===== config.mk =====
export PLATFORM = sky130hd
export DESIGN_NAME = gpio_cfg_serial_loader
export DESIGN_NICKNAME = d
export VERILOG_FILES = /design/src/rtl/gpio_cfg_pkg.sv /design/src/rtl/gpio_cfg_bit_timer.sv /design/src/rtl/gpio_cfg_serial_loader.sv
export SDC_FILE = /design/constraint.sdc
export NUM_CORES = 1
export LEC_CHECK = 0
export ABC_CLOCK_PERIOD_IN_PS = 2970
export BUFFER_PORTS_ARGS = -buffer_cell sky130_fd_sc_hd__buf_2
export CAP_MARGIN = 20
export CELL_PAD_IN_SITES_DETAIL_PLACEMENT = 1
export CELL_PAD_IN_SITES_GLOBAL_PLACEMENT = 1
export CORE_MARGIN = 8
export CORE_UTILIZATION = 40
export CTS_CLUSTER_DIAMETER = 200
export CTS_CLUSTER_SIZE = 25
export DETAILED_ROUTE_END_ITERATION = 10
export PLACE_DENSITY_LB_ADDON = 0.1
export SETUP_SLACK_MARGIN = 0.4
export SLEW_MARGIN = 20
export SYNTH_ARGS = -nofsm -noshare
export SYNTH_HDL_FRONTEND = slang
export SYNTH_HIERARCHICAL = 1
export SYNTH_SLANG_ARGS = --single-unit

===== constraint.sdc =====
create_clock -name wb_clk_i -period 2.97 [get_ports wb_clk_i]
set_input_delay 0.1485 -clock wb_clk_i [delete_from_list [all_inputs] [get_ports wb_clk_i]]
set_output_delay 0.1485 -clock wb_clk_i [all_outputs]
set_load 0.005 [all_outputs]

===== src/rtl/gpio_cfg_pkg.sv =====
// Shared definitions for the GPIO pad configuration serial loader.
// Holds the FSM state codes, default word size and the pad config-word field layout.
package gpio_cfg_pkg;

    localparam int CFG_BITS_DEF = 13;

    typedef logic [2:0] state_t;

    localparam state_t ST_IDLE  = 3'd0;
    localparam state_t ST_FETCH = 3'd1;
    localparam state_t ST_CAPT  = 3'd2;
    localparam state_t ST_SHIFT = 3'd3;
    localparam state_t ST_LOAD  = 3'd4;
    localparam state_t ST_DONE  = 3'd5;

    // Bit positions inside one pad config word (bit 0 is shifted last).
    localparam int CFG_MGMT_EN       = 0;
    localparam int CFG_OUTPUT_DIS    = 1;
    localparam int CFG_HOLD_OVERRIDE = 2;
    localparam int CFG_INP_DIS       = 3;
    localparam int CFG_IB_SEL        = 4;
    localparam int CFG_ANALOG_EN     = 5;
    localparam int CFG_ANALOG_SEL    = 6;
    localparam int CFG_ANALOG_POL    = 7;
    localparam int CFG_SLOW_SLEW     = 8;
    localparam int CFG_TRIP_SEL      = 9;
    localparam int CFG_DM_LSB        = 10;
    localparam int CFG_DM_W          = 3;

    function automatic logic is_active(input state_t s);
        return (s == ST_FETCH) || (s == ST_CAPT) || (s == ST_SHIFT) || (s == ST_LOAD);
    endfunction

endpackage


===== src/rtl/gpio_cfg_bit_timer.sv =====
// Half-period timer for the serial chain: half_tick every CLK_DIV enabled cycles,
// bit_end on every second half_tick (end of one full serial_clock period).
module gpio_cfg_bit_timer #(
    parameter int CLK_DIV = 4
) (
    input  logic clk,
    input  logic rst,
    input  logic clear,
    input  logic en,
    output logic half_tick,
    output logic bit_end
);

    localparam int DIV_W = $clog2(CLK_DIV + 1);
    localparam logic [DIV_W-1:0] DIV_LAST = DIV_W'(CLK_DIV - 1);

    logic [DIV_W-1:0] div_cnt;
    logic             phase;

    always_ff @(posedge clk) begin
        if (rst || clear) begin
            div_cnt <= '0;
            phase   <= 1'b0;
        end else if (en) begin
            if (div_cnt == DIV_LAST) begin
                div_cnt <= '0;
                phase   <= ~phase;
            end else begin
                div_cnt <= div_cnt + 1'b1;
            end
        end
    end

    assign half_tick = en && (div_cnt == DIV_LAST);
    assign bit_end   = half_tick && phase;

endmodule


===== src/rtl/gpio_cfg_serial_loader.sv =====
// Streams per-pad config words (farthest pad first, MSB first) into the pad chain,
// then pulses serial_load once so every pad latches its new word together.
module gpio_cfg_serial_loader
    import gpio_cfg_pkg::*;
#(
    parameter int IO_PADS  = 38,
    parameter int CFG_BITS = CFG_BITS_DEF,
    parameter int CLK_DIV  = 4
) (
    input  logic                       wb_clk_i,
    input  logic                       wb_rst_i,
    input  logic                       start,
    output logic [$clog2(IO_PADS)-1:0] cfg_idx,
    input  logic [CFG_BITS-1:0]        cfg_data,
    output logic                       serial_clock,
    output logic                       serial_data_out,
    output logic                       serial_load,
    output logic                       busy,
    output logic                       done,
    output state_t                     fsm_state
);

    localparam int IDX_W = $clog2(IO_PADS);
    localparam int BIT_W = $clog2(CFG_BITS);
    localparam logic [IDX_W-1:0] IDX_LAST = IDX_W'(IO_PADS - 1);
    localparam logic [BIT_W-1:0] BIT_LAST = BIT_W'(CFG_BITS - 1);

    state_t              state;
    logic [CFG_BITS-2:0] pend_bits;
    logic [BIT_W-1:0]    bit_cnt;
    logic                half_tick;
    logic                bit_end;
    logic                timer_en;
    logic                timer_clear;
    logic                last_bit;

    assign last_bit    = (bit_cnt == '0);
    assign timer_en    = (state == ST_SHIFT) || (state == ST_LOAD);
    // Restart the half-period count on the way into SHIFT and into LOAD.
    assign timer_clear = (state == ST_CAPT) ||
                         ((state == ST_SHIFT) && bit_end && last_bit && (cfg_idx == '0));

    gpio_cfg_bit_timer #(
        .CLK_DIV (CLK_DIV)
    ) u_bit_timer (
        .clk       (wb_clk_i),
        .rst       (wb_rst_i),
        .clear     (timer_clear),
        .en        (timer_en),
        .half_tick (half_tick),
        .bit_end   (bit_end)
    );

    always_ff @(posedge wb_clk_i) begin
        if (wb_rst_i) begin
            state           <= ST_IDLE;
            cfg_idx         <= IDX_LAST;
            pend_bits       <= '0;
            bit_cnt         <= '0;
            serial_clock    <= 1'b0;
            serial_data_out <= 1'b0;
            serial_load     <= 1'b0;
        end else begin
            case (state)
                ST_IDLE: begin
                    if (start) begin
                        state   <= ST_FETCH;
                        cfg_idx <= IDX_LAST;
                    end
                end
                ST_FETCH: begin
                    state <= ST_CAPT;
                end
                ST_CAPT: begin
                    // The MSB goes straight to the data flop so it is on the wire for the first low half.
                    pend_bits       <= cfg_data[CFG_BITS-2:0];
                    serial_data_out <= cfg_data[CFG_BITS-1];
                    serial_clock    <= 1'b0;
                    bit_cnt         <= BIT_LAST;
                    state           <= ST_SHIFT;
                end
                ST_SHIFT: begin
                    if (bit_end) begin
                        serial_clock <= 1'b0;
                        if (last_bit) begin
                            if (cfg_idx == '0) begin
                                serial_data_out <= 1'b0;
                                serial_load     <= 1'b1;
                                state           <= ST_LOAD;
                            end else begin
                                cfg_idx <= cfg_idx - 1'b1;
                                state   <= ST_FETCH;
                            end
                        end else begin
                            serial_data_out <= pend_bits[CFG_BITS-2];
                            pend_bits       <= pend_bits << 1;
                            bit_cnt         <= bit_cnt - 1'b1;
                        end
                    end else if (half_tick) begin
                        serial_clock <= 1'b1;
                    end
                end
                ST_LOAD: begin
                    if (half_tick) begin
                        serial_load <= 1'b0;
                        state       <= ST_DONE;
                    end
                end
                ST_DONE: begin
                    cfg_idx <= IDX_LAST;
                    state   <= ST_IDLE;
                end
                default: begin
                    state <= ST_IDLE;
                end
            endcase
        end
    end

    assign busy      = is_active(state);
    assign done      = (state == ST_DONE);
    assign fsm_state = state;

endmodule


# == Word level (Yosys, flattened, before mapping) ==
# Cells that the tools add are included.
# Widths: inputs -> output; s select.
# classes
n_mux,30
bitwise,1
reduce_logical,24
n_addsub,3
n_eq_ne,15
# op_table
operator,n
$mux 12,2
$mux 6,4
$pmux 12 s2,1
$mux 3,6
$pmux 6 s3,1
$pmux 3 s5,1
$ne 2x2->1 const B,5
$reduce_and 5->1,2
$eq 3x2->1 const B,3
$mux 1,9
$mux 4,2
$pmux 4 s2,1
$eq 3x3->1 const B,2
$logic_not 6->1,1
$logic_or 1x1->1,6
$ne 3x2->1 const B,2
$pmux 1 s2,3
$reduce_and 3->1,2
$sub 6x1->6 const B,1
$logic_and 1x1->1,5
$logic_not 4->1,1
$ne 2x1->1 const B,2
$reduce_and 2->1,2
$reduce_and 4->1,1
7 further kinds,8
# totals
input_bits,16
ff_bits,32
elab_cells,82

# == Depth between registers and ports, before layout ==
# Gate-level depths: netlist (run 1).
# logic_depth
depth_word,9
depth_mapped,12

# == By module ==
# The synthesis (run 1) kept the hierarchy.
# modules_own_cells
module,area_per_inst_um2,instances,cells_each,seq_area_each_um2
gpio_cfg_serial_loader,1480.2,1,183,560.5
gpio_cfg_bit_timer,185.2,1,18,80.1

# == Worst setup path after synthesis (run 1) ==
# Ideal clock, no wire load.
# synth_timing
path_type,register to register
startpoint,register state[2] (netlist: fsm_state[2])
endpoint,register cfg_idx[5]
synth_period_minus_slack_ns,2.602
path_stages_with_launch,12
path_buffers,3
path_slack_ns,0.368
arrival_time_ns,2.486
setup_time_ns,0.115
path_cell_list,dfxtp_1 buf_2 nand3b_1 buf_2 buf_2 nand2_1 and3b_4 and2_1 nand4bb_1 a211oi_4 nand4_1 and3_1
# synth_between
elab_chain_cells,6
elab_cells_between_ends,14
classes_between,eq/ne: 7; mux: 1; reduce/logical: 6
# synth_rtl
item,line_no,source
start: declaration,gpio_cfg_serial_loader.sv:28,state_t state;
start signal: assignment,gpio_cfg_serial_loader.sv:56,state <= ST_IDLE;
start signal: assignment,gpio_cfg_serial_loader.sv:67,state <= ST_FETCH;
start signal: assignment,gpio_cfg_serial_loader.sv:72,state <= ST_CAPT;
$eq 3x2->1 or $eq 3x3->1 (tied branches),gpio_cfg_serial_loader.sv:38,assign timer_en = (state == ST_SHIFT) || (state == ST_LOAD);
$logic_or 1x1->1 *,gpio_cfg_serial_loader.sv:38,
named net timer_en,gpio_cfg_serial_loader.sv:33,logic timer_en;
$logic_and 1x1->1 *,gpio_cfg_bit_timer.sv:34,assign half_tick = en && (div_cnt == DIV_LAST);
named net half_tick,gpio_cfg_serial_loader.sv:31,logic half_tick;
$logic_and 1x1->1 *,gpio_cfg_bit_timer.sv:35,assign bit_end = half_tick && phase;
named net bit_end,gpio_cfg_serial_loader.sv:32,logic bit_end;
$ne 2x2->1 (no line) *,--,
$reduce_and 5->1 (no line) *,--,
end signal: assignment,gpio_cfg_serial_loader.sv:91,cfg_idx <= cfg_idx - 1'b1;
end: declaration,gpio_cfg_serial_loader.sv:13,"output logic [$clog2(IO_PADS)-1:0] cfg_idx,"
# Mark *: on every way through the listed nets, which the timed path passes. The rest lies on a longest branch.
# A chain may end at the register's enable or synchronous reset.

# == Worst setup path after layout (run 1) ==
# layout_timing
startpoint,register state[0] (netlist: fsm_state[0])
endpoint,register bit_cnt[3]
# layout_between
elab_chain_cells,6
elab_cells_between_ends,11
classes_between,eq/ne: 5; mux: 1; reduce/logical: 5
# layout_rtl
item,line_no,source
$eq 3x2->1 or $eq 3x3->1 (tied branches),gpio_cfg_serial_loader.sv:38,
$logic_or 1x1->1 *,gpio_cfg_serial_loader.sv:38,
named net timer_en,gpio_cfg_serial_loader.sv:33,
$logic_and 1x1->1 *,gpio_cfg_bit_timer.sv:34,
named net half_tick,gpio_cfg_serial_loader.sv:31,
$logic_and 1x1->1 *,gpio_cfg_bit_timer.sv:35,
named net bit_end,gpio_cfg_serial_loader.sv:32,
$ne 2x2->1 (no line) *,--,
$reduce_and 3->1 (no line) *,--,
end signal: assignment,gpio_cfg_serial_loader.sv:97,bit_cnt <= bit_cnt - 1'b1;
end: declaration,gpio_cfg_serial_loader.sv:30,logic [BIT_W-1:0] bit_cnt;
# Marked as above.

==> reports/results.ini, run 1 <==
[min_path]
min_path_type=input port to register
min_path_cells=3
hold_end=pend_bits[7]
worstHoldStart=cfg_data[7]

[drt]
dr_total_vias=1556
dr_wl_met2_mm=2.172
wirelength_mm=4.602
via_per_inst=5.557
drc_errors=0
routedWlPerCell_um=16.44
top_layer_used=met4
detail-route-antenna-nets=0
wl_met3_um=224
detail_route.iter0.violations=111
drt-met1-wl_mm=2.133
drt_pass1_iterations=6

[worst_setup_path]
crit_type=register to register
worst-endpoint-arrival_ps=2570
required_ps=3190
r2r-start=fsm_state[0]
ff2ff_setup_slack_ps=620
critPathLaunchType=register
cp_slowest_cell=dfxtp_2
cpMostUsedCell=nand2_1
timing.rr.end=bit_cnt[3]
crit_fanout=14
cp_cell_sequence=nor2_2, nand2_1, nand2_1, and3b_4, and2_2, nand2b_2, o211ai_1, or3_1, a31oi_1
end_kind=register
rr_worst_depth=9
max_stage_delay_ps=400

[timing]
fmax_ghz=0.4249
period_share_pct=79.25
whs_ps=121.5
worst_pin_slew_ps=542.3
fin_ws_ps=616.4
rsz0062_at_grt=no
fin_skew_ps=10.22
finalHoldViolCount=0
min_period_ps=2354
setup_viol=0
fin_tns_setup_ps=0
drv_slew=0
max_slew_margin_pct=63.85

[cts]
clkLatencyLatePin_ps=290
htree_num_levels=2
clock_sinks=32
numCtsBuffers=5
holdBufCountCts=0
cts_buffer_depth=2
clk_pin_slew_ps=70
cts_tree=done
cts_root_buf=clkbuf_8

[floorplanning]
core_area_um2=4000
die_area_um2=6484
rows=23
die_h_um=80.53
ios=30
die_w_um=80.53
start_util_pct=41.63

[power_and_ir_drop]
power.switching_uw=299.7
cellLeakagePower_uw=0.0007613
p_int_uw=828.0
total_power_uw=1128
seq_power_share_pct=43.6
irDropWorstVdd_v=0.0003774
comb_power_share_pct=15.2
p_per_area_nw_per_um2=563.7
switching_share_pct=26.58
pwr-share-clk_pct=41.2

[yosys]
synth-compound-area-share_pct=20.81
synthMuxAreaShare_pct=0.6011
synth_area_leader_cell=dfxtp_1
synth_top_family_by_area=simple AND/OR/NAND/NOR gates
ys_warn_count=6
synth_cell_type_count=46
synthTopCellsByArea=dfxtp_1, nand2_1, a311oi_1
seq_area_frac_synth_pct=38.47
yosys.area_share.adder_pct=2.254
synth_xor_area_share_pct=2.104
synth-seq-cells=32
synth-simple-area-share_pct=30.28
syn_nets=220
synthCells=201
syn_area_um2=1665
syn_avg_cell_area_um2=8.285
synth_top_area_share_pct=38.47

[grt]
grt_pass1_vias=1572
overflow=0
antenna_found_initial=0
grt_max_degree=29
grt_pass1_wl_mm=7.707
grt_use_total_pct=15.08

[flow_run]
max_cap_violations=0

[place]
hpwlAfterDp_mm=3.211
pre_cts_ws_ps=232.0
io_buffer_count=29
place_congestion=0.7931

[finish]
final_nets=248
diodes=0
final_common_cell=nand2_1
final_cell_mix=nand2_1, dfxtp_1, buf_2, nor2_1, a21oi_1
drive_gt1_share_pct=25.22
area_growth_pct=20.14

[status]
status=finished clean

## Yosys cell counts, drive strengths merged
| library cell | count |
|---|---|
| o21ai | 4 |
| xnor2 | 4 |
| and3b | 2 |
| nand3 | 4 |
| nand4 | 3 |
| and2 | 1 |
| nor4b | 3 |
| a211o | 1 |
| nand4bb | 1 |
| a21bo | 1 |
| nand2b | 5 |
| a311oi | 11 |
| nor3 | 7 |
| o211a | 1 |
| clkbuf | 4 |
| or3 | 3 |
| a2111oi | 1 |
| mux2i | 1 |
| a21boi | 1 |
| or2 | 1 |
| buf | 8 |
| nand2 | 31 |
| o211ai | 2 |
| or3b | 2 |
| dfxtp | 32 |
| nor2 | 23 |
| o22ai | 1 |
| inv | 8 |
| nor3b | 1 |
| a21oi | 12 |
| nand3b | 3 |
| nor2b | 2 |
| a2111o | 1 |
| a211oi | 5 |
| a31oi | 2 |
| ha | 3 |
| and3 | 4 |
| a2bb2oi | 2 |
## cell families (layout without fill, tap and decap cells)
| kind of cell | Yosys count | count (layout) |
|---|---|---|
| AOI/OAI and AO/OA | 45 | 45 |
| xor gates and xnor gates | 4 | 4 |
| adders and majority gates | 3 | 3 |
| buffers and inverters | 20 | 49 |
| DFF | 32 | 32 |
| muxes | 1 | 1 |
| and+or+nand+nor | 96 | 96 |
## routing by layer
layer,global-route usage [%],vias up
met5,0,-
met4,6.000,0
met3,5.469,6
met2,23.98,27
met1,17.89,750
li1,-,773
## how the worst max path moves through the flow
stage                 startpoint            to  slack [ps]  cells past startpoint
detailed placement  fsm_state[0]  pend_bits[3]         230                      9
global route        fsm_state[0]    cfg_idx[1]         430                     10
CTS                 fsm_state[1]    cfg_idx[2]         430                      9
floorplan           fsm_state[2]    cfg_idx[5]         420                     11
finish              fsm_state[0]    bit_cnt[3]         620                      9
global placement    fsm_state[0]    cfg_idx[5]         320                      9
## power by group through the flow
stage | Sequential (uW) | Clock, uW | Combinational [uW]
after CTS | 489 | 476 | 169
final | 492 | 465 | 171
after detailed placement | 497 | 0 | 163
after global placement | 495 | 0 | 154
after floorplan | 483 | 0 | 130
after global routing | 497 | 501 | 188
## critical path: cells and delay by family, from the launching register on
family             cells  cell delay [ps]
DFF                    1              400
AOI/OAI and AO/OA      2              360
and+or+nand+nor        7             1520
## metrics by stage
stage                     area, um2  instances  util [%]
after floorplan                1665        201         -
after global placement         1827        270     45.67
after detailed placement       1827        270     45.67
after CTS                      1983        280     49.58
after global routing           2001        280     50.02
final                          2001        280     50.02
## timing repair
action                     CTS  global route
buffers inserted             2             0
gates resized for setup      4             5
gates cloned                 0             0
setup endpoints to repair   17            18
pin swaps                    1             0
## sequential cells by signal, indices dropped and copies added (netlist names)
register	count
bit_cnt	4
cfg_idx	6
fsm_state	3
pend_bits	12
serial_clock	1
serial_data_out	1
serial_load	1
u_bit_timer/div_cnt	3
u_bit_timer/phase	1
## area by class of cell
cell class                 instances  area [um2]
multi-input combinational        149       963.4
sequential                        32       643.1
fill                             494        1999
timing repair buffer              33       175.2
tap                               50       62.56
clock buffer                       7       96.34
clock inverter                     1       30.03
inverter                           8       30.03
(Power assumes the default switching activity.)
==> run 2, diff against run 1 <==
--- a/config.mk
+++ b/config.mk
@@ -5,7 +5,7 @@
 export SDC_FILE = /design/constraint.sdc
 export NUM_CORES = 1
 export LEC_CHECK = 0
-export ABC_CLOCK_PERIOD_IN_PS = 2970
+export ABC_CLOCK_PERIOD_IN_PS = 2260
 export BUFFER_PORTS_ARGS = -buffer_cell sky130_fd_sc_hd__buf_2
 export CAP_MARGIN = 20
 export CELL_PAD_IN_SITES_DETAIL_PLACEMENT = 1
==> constraint.sdc (replaced) <==
create_clock -name wb_clk_i -period 2.26 [get_ports wb_clk_i]
set_input_delay 0.113 -clock wb_clk_i [delete_from_list [all_inputs] [get_ports wb_clk_i]]
set_output_delay 0.113 -clock wb_clk_i [all_outputs]
set_load 0.005 [all_outputs]
==> run 2 against run 1 <==
- sequential cell count stayed put
- clock power decreased by 16%
- global-route usage is 2.3 points higher
- critical path type unchanged
==> reports/results.ini, run 2 (synthesized netlist as in run 1, its figures left out) <==
[cts]
clkLatencyLatePin_ps=280  ; was 290 ps
cts_buffer_depth=2  ; unchanged
clk_pin_slew_ps=60  ; was 70 ps
cts_tree=done  ; unchanged
holdBufCountCts=0  ; unchanged
clock_sinks=32  ; unchanged
cts_root_buf=clkbuf_8  ; unchanged
numCtsBuffers=5  ; unchanged
htree_num_levels=2  ; unchanged

[place]
hpwlAfterDp_mm=3.437  ; was 3.211 mm
place_congestion=0.8208  ; was 0.7931
dp.cells=275  ; was 270
io_buffer_count=29  ; unchanged

[timing]
min_period_ps=2017  ; was 2354 ps
fmax_ghz=0.4959  ; was 0.4249 GHz
fin_skew_ps=5.457  ; was 10.22 ps
finalHoldViolCount=0  ; unchanged
setup_viol=0  ; unchanged
rsz0062_at_grt=yes  ; was no
max_slew_margin_pct=54.95  ; was 63.85%
worst_pin_slew_ps=675.8  ; was 542.3 ps
fin_tns_setup_ps=0  ; unchanged
drv_slew=0  ; unchanged
whs_ps=124.6  ; was 121.5 ps
period_share_pct=89.23  ; was 79.25%

[worst_setup_path]
crit_buf_inv=1  ; was 0
critPathLaunchType=register  ; unchanged
worst-endpoint-arrival_ps=2220  ; was 2570 ps
end_kind=register  ; unchanged
cp_slowest_cell=dfxtp_4  ; was dfxtp_2
r2r-start=fsm_state[2]  ; was fsm_state[0]
cp_cell_sequence=nand3b_1, nand2_4, and3b_4, and2_4, nand4bb_4, a211oi_4, buf_4, nor2_2, a211oi_1  ; was nor2_2, nand2_1, nand2_1, and3b_4, and2_2, nand2b_2, o211ai_1, or3_1, a31oi_1
critPathTopFamily=simple AND/OR/NAND/NOR gates  ; unchanged
max_stage_delay_ps=350  ; was 400 ps
crit_fanout=6  ; was 14
crit_type=register to register  ; unchanged
required_ps=2460  ; was 3190 ps
startpoint=fsm_state[2]  ; was fsm_state[0]

[grt]
grt_max_degree=29  ; unchanged
antenna_found_initial=0  ; unchanged
grt_use_total_pct=17.34  ; was 15.08%
grt_pass1_wl_mm=8.928  ; was 7.707 mm
grt_pass1_vias=1888  ; was 1572
overflow=0  ; unchanged

[finish]
diodes=0  ; unchanged
final_nets=275  ; was 248
area_growth_pct=43.28  ; was 20.14%
regMostFlops=pend_bits  ; unchanged
final_cell_mix=buf_2, nand2_1, dfxtp_1, buf_4, nor2_1  ; was nand2_1, dfxtp_1, buf_2, nor2_1, a21oi_1
top_regs=pend_bits x12, cfg_idx x6, bit_cnt x4  ; unchanged
largest_reg_flops=12  ; unchanged
final_common_cell=buf_2  ; was nand2_1
fillers=480  ; was 494
drive_gt1_share_pct=44.09  ; was 25.22%
finalNonFillerCells=304  ; was 280

[drt]
dr_total_vias=1740  ; was 1556
detail-route-antenna-nets=0  ; unchanged
routedWlPerCell_um=18.88  ; was 16.44 um
wirelength_mm=5.740  ; was 4.602 mm
drt_pass1_iterations=4  ; was 6
drc_errors=0  ; unchanged
via_per_inst=5.724  ; was 5.557
detail_route.iter0.violations=91  ; was 111

[flow_run]
max_cap_violations=0  ; unchanged

[status]
status=finished clean  ; unchanged

[min_path]
min_path_type=input port to register  ; unchanged
worstHoldStart=cfg_data[9]  ; was cfg_data[7]

[floorplanning]
rows=23  ; unchanged
die_w_um=80.53  ; unchanged
core_area_um2=4000  ; unchanged
ios=30  ; unchanged
die_h_um=80.53  ; unchanged
start_util_pct=41.63  ; unchanged
die_area_um2=6484  ; unchanged

[power_and_ir_drop]
irDropWorstVdd_v=0.0002608  ; was 0.0003774 V
p_per_area_nw_per_um2=591.7  ; was 563.7 nW/um2
cellLeakagePower_uw=0.0009229  ; was 0.0007613 uW

## run 2: cell types whose count changed in the layout (fill, tap and decap cells not counted), moves of 3 or more
cell,before,now
nand2_1,31,28
a21oi_1,12,8
buf_4,4,25
a311oi_2,1,11
a311oi_1,10,0
dfxtp_1,30,27
a21oi_2,0,4
## run 2: final cells by class
| cell class | instances | area [um2] | area share, % |
|---|---|---|---|
| inverters | 8 | 30.03 | 1.259 |
| repair buffers | 60 | 461.7 | 19.35 |
| multi-input cells | 149 | 1114 | 46.67 |
| clock buffers | 5 | 68.82 | 2.884 |
| flip-flops and latches | 32 | 649.4 | 27.22 |
| well taps | 50 | 62.56 | 2.622 |
## run 2: where the power goes
group	switching [uW]	leakage (uW)	internal, uW
logic	198	0.000624	187
registers	34.0	0.000263	603
clock network	191	0.0000359	198
## run 2: final timing paths
check / to / slack, ps / depth (start not counted)
worst max-delay path: cfg_idx[1] / 240 / 9
worst min-delay path: pend_bits[9] / 120 / 3
worst max register to register: cfg_idx[1] / 240 / 9
worst min register to register: serial_load / 480 / 2
## run 2: per-stage QoR
step | utilization, % | cell area (um2) | total power (uW) | setup slack (ps)
final | 59.65 | 2386 | 1412 | 243.4
after detailed placement | 47.70 | 1908 | 903.3 | 107.0
after global placement | 47.70 | 1908 | 887.8 | 256.0
after floorplan | - | 1734 | 825.0 | 44.77
after global routing | 59.65 | 2386 | 1492 | 172.7
after CTS | 54.71 | 2188 | 1353 | 295.6
## run 2: layer usage
layer / global-route usage, % / part of all wire [%] / vias up
met4: 7.455 / 1.8 / 0
met2: 29.91 / 50 / 48
met3: 4.688 / 4.5 / 9
met1: 19.42 / 43 / 858
li1: - / - / 825
met5: 0 / 0 / -
## run 2: timing repair
item | CTS | global route
gates resized for setup | 21 | 20
pin swaps | 6 | 14
setup buffers | 13 | 8
endpoints found under the hold margin | 0 | 0
endpoints found under the setup margin | 23 | 27
cloned | 1 | 2
## run 2: tightest hold or removal path, stage by stage
cell and delay, ps:
buf_2 100, nand2_1 60, a311oi_2 90
==> run 3, diff against run 2 <==
--- a/config.mk
+++ b/config.mk
@@ -5,7 +5,7 @@
 export SDC_FILE = /design/constraint.sdc
 export NUM_CORES = 1
 export LEC_CHECK = 0
-export ABC_CLOCK_PERIOD_IN_PS = 2260
+export ABC_CLOCK_PERIOD_IN_PS = 2029
 export BUFFER_PORTS_ARGS = -buffer_cell sky130_fd_sc_hd__buf_2
 export CAP_MARGIN = 20
 export CELL_PAD_IN_SITES_DETAIL_PLACEMENT = 1
==> constraint.sdc (replaced) <==
create_clock -name wb_clk_i -period 2.03 [get_ports wb_clk_i]
set_input_delay 0.1015 -clock wb_clk_i [delete_from_list [all_inputs] [get_ports wb_clk_i]]
set_output_delay 0.1015 -clock wb_clk_i [all_outputs]
set_load 0.005 [all_outputs]
==> run 3 against run 2 <==
- the flow now finishes with violations (setup timing)
- clock power up 22%
- via count up 7.1%
- clock skew about the same
- wire length up 26%
- critical path depth up 2
- cell count up 5.3%
- register-to-register slack worse by 280 ps
- sequential cell count unchanged
==> reports/results.ini, run 3 (synthesized netlist as in run 1, its figures left out) <==
[cts]
cts_buffer_depth=2  ; unchanged
numCtsBuffers=5  ; unchanged
clk_pin_slew_ps=70  ; was 60 ps
cts_tree=done  ; unchanged
htree_num_levels=2  ; unchanged
holdBufCountCts=0  ; unchanged
clkLatencyLatePin_ps=290  ; was 280 ps
clock_sinks=32  ; unchanged
cts_root_buf=clkbuf_8  ; unchanged

[drt]
detail_route.iter0.violations=60  ; was 91
wirelength_mm=7.261  ; was 5.740 mm
top_layer_used=met4  ; unchanged
routedWlPerCell_um=22.69  ; was 18.88 um
wl_met3_um=293  ; was 257 um
drc_errors=0  ; unchanged
drt_pass1_iterations=4  ; unchanged
dr_total_vias=1864  ; was 1740
detail-route-antenna-nets=0  ; unchanged
via_per_inst=5.825  ; was 5.724
dr_wl_met2_mm=3.717  ; was 2.888 mm
drt-met1-wl_mm=2.926  ; was 2.491 mm

[worst_setup_path]
critPathLaunchType=register  ; unchanged
cp_cell_sequence=nand3b_1, nand2_4, and3b_4, and2_4, nand2b_4, buf_6, o211ai_1, buf_4, buf_6, a21oi_2, nor2_1  ; was nand3b_1, nand2_4, and3b_4, and2_4, nand4bb_4, a211oi_4, buf_4, nor2_2, a211oi_1
r2r-start=fsm_state[2]  ; unchanged
crit_buf_inv=3  ; was 1
required_ps=2200  ; was 2460 ps
cpMostUsedCell=buf_6
end_kind=register  ; unchanged
max_stage_delay_ps=350  ; about the same
worst-endpoint-arrival_ps=2240  ; was 2220 ps
critPathTopFamily=simple AND/OR/NAND/NOR gates  ; unchanged
rr_worst_depth=11  ; was 9
crit_fanout=4  ; was 6
ff2ff_setup_slack_ps=-40  ; was 240 ps
cp_slowest_cell=dfxtp_4  ; unchanged
crit_type=register to register  ; unchanged
timing.rr.end=bit_cnt[1]  ; was cfg_idx[1]

[finish]
fillers=451  ; was 480
top_regs=pend_bits x12, cfg_idx x6, bit_cnt x4  ; unchanged
final_nets=289  ; was 275
area_growth_pct=57.55  ; was 43.28%
drive_gt1_share_pct=50.00  ; was 44.09%
diodes=0  ; unchanged
utilization_pct=65.59  ; was 59.65%
final_common_cell=buf_4  ; was buf_2
largest_reg_flops=12  ; unchanged
regMostFlops=pend_bits  ; unchanged
finalNonFillerCells=320  ; was 304
final_cell_mix=buf_4, buf_2, nand2_1, dfxtp_1, nor2_1  ; was buf_2, nand2_1, dfxtp_1, buf_4, nor2_1

[timing]
setup_viol=2  ; was 0
fin_ws_ps=-39.12  ; was 243.4 ps
fin_skew_ps=5.136  ; was 5.457 ps
max_slew_margin_pct=52.30  ; was 54.95%
min_period_ps=2069  ; was 2017 ps
fmax_ghz=0.4833  ; was 0.4959 GHz
fin_tns_setup_ps=-40.24  ; was 0 ps
whs_ps=89.55  ; was 124.6 ps
finalHoldViolCount=0  ; unchanged
period_share_pct=101.9  ; was 89.23%
rsz0062_at_grt=yes  ; unchanged
drv_slew=0  ; unchanged
worst_pin_slew_ps=714.0  ; was 675.8 ps

[min_path]
worstHoldStart=cfg_data[5]  ; was cfg_data[9]
min_path_type=input port to register  ; unchanged
min_path_cells=3  ; unchanged
hold_end=pend_bits[5]  ; was pend_bits[9]

[floorplanning]
ios=30  ; unchanged
rows=23  ; unchanged
die_area_um2=6484  ; unchanged
die_h_um=80.53  ; unchanged
start_util_pct=41.63  ; unchanged
core_area_um2=4000  ; unchanged
die_w_um=80.53  ; unchanged

[place]
hpwlAfterDp_mm=3.659  ; was 3.437 mm
pre_cts_ws_ps=-26.48  ; was 107.0 ps
dp.cells=284  ; was 275
io_buffer_count=29  ; unchanged
place_congestion=0.7873  ; was 0.8208

[grt]
grt_use_total_pct=18.95  ; was 17.34%
grt_pass1_vias=1909  ; was 1888
overflow=0  ; unchanged
antenna_found_initial=0  ; unchanged
grt_pass1_wl_mm=9.453  ; was 8.928 mm
grt_max_degree=21  ; was 29

[power_and_ir_drop]
power.switching_uw=551.4  ; was 423.3 uW
p_per_area_nw_per_um2=654.3  ; was 591.7 nW/um2
irDropWorstVdd_v=0.0003866  ; was 0.0002608 V
switching_share_pct=32.12  ; was 29.98%
cellLeakagePower_uw=0.001036  ; was 0.0009229 uW
comb_power_share_pct=30.6  ; was 27.3%
pwr-share-clk_pct=27.7  ; was 27.6%
p_int_uw=1165  ; was 988.6 uW
seq_power_share_pct=41.7  ; was 45.1%

[flow_run]
max_cap_violations=0  ; unchanged

[status]
violations=setup timing
status=finished, violations left  ; was finished clean

[run 3: area by class of cell]
class,count,area (um2),area share (%)
clock buffers,6,72.57,2.766
clock inverters,1,5.005,0.1907
inverters,8,30.03,1.144
multi-input cells,149,1194,45.49
flip-flops and latches,32,648.1,24.70
well taps,50,62.56,2.384
repair buffers,74,611.8,23.32
[run 3: power groups by stage]
stage | Sequential (uW) | Clock [uW] | Combinational, uW
after floorplan | 709 | 0 | 209
after global placement | 714 | 0 | 289
after detailed placement | 718 | 0 | 304
after CTS | 706 | 482 | 417
after global routing | 720 | 516 | 554
final | 717 | 475 | 525
[run 3: worst reg2reg max path, cell delays in order, from the launching register on]
cell      delay (ps)
dfxtp_4          350
nand3b_1         220
nand2_4          100
and3b_4          200
and2_4           160
nand2b_4         150
buf_6             90
o211ai_1         140
buf_4            190
buf_6            110
a21oi_2          140
nor2_1            90
[run 3: how the worst max path moves through the flow]
stage                  from      endpoint  slack, ps  depth (start not counted)
5_1_grt        fsm_state[2]    bit_cnt[1]       -130                         11
6_report       fsm_state[2]    bit_cnt[1]        -40                         11
2_1_floorplan  fsm_state[2]    cfg_idx[5]       -190                         11
4_1_cts        fsm_state[2]    cfg_idx[5]         70                          9
3_5_place_dp   fsm_state[0]  pend_bits[8]        -30                         10
3_3_place_gp   fsm_state[0]    cfg_idx[3]         90                         10
[run 3: per-layer routing]
metal / up-vias / track usage (%)
met5: - / 0
met3: 28 / 4.799
li1: 861 / -
met4: 0 / 11.09
met2: 52 / 31.68
met1: 923 / 21.16
[run 3: repair_timing]
action                                 CTS  global route
pin swaps                               19            15
gates resized for setup                 19            43
setup buffers                           15            10
setup endpoints to repair               28            31
endpoints found under the hold margin    0             0
gates cloned                             3             1
[run 3: per-stage QoR]
step           total power (uW)  area (um2)
6_report                   1717        2624
3_5_place_dp               1021        1988
4_1_cts                    1605        2345
3_3_place_gp               1003        1988
5_1_grt                    1790        2624
2_1_floorplan             918.5        1734
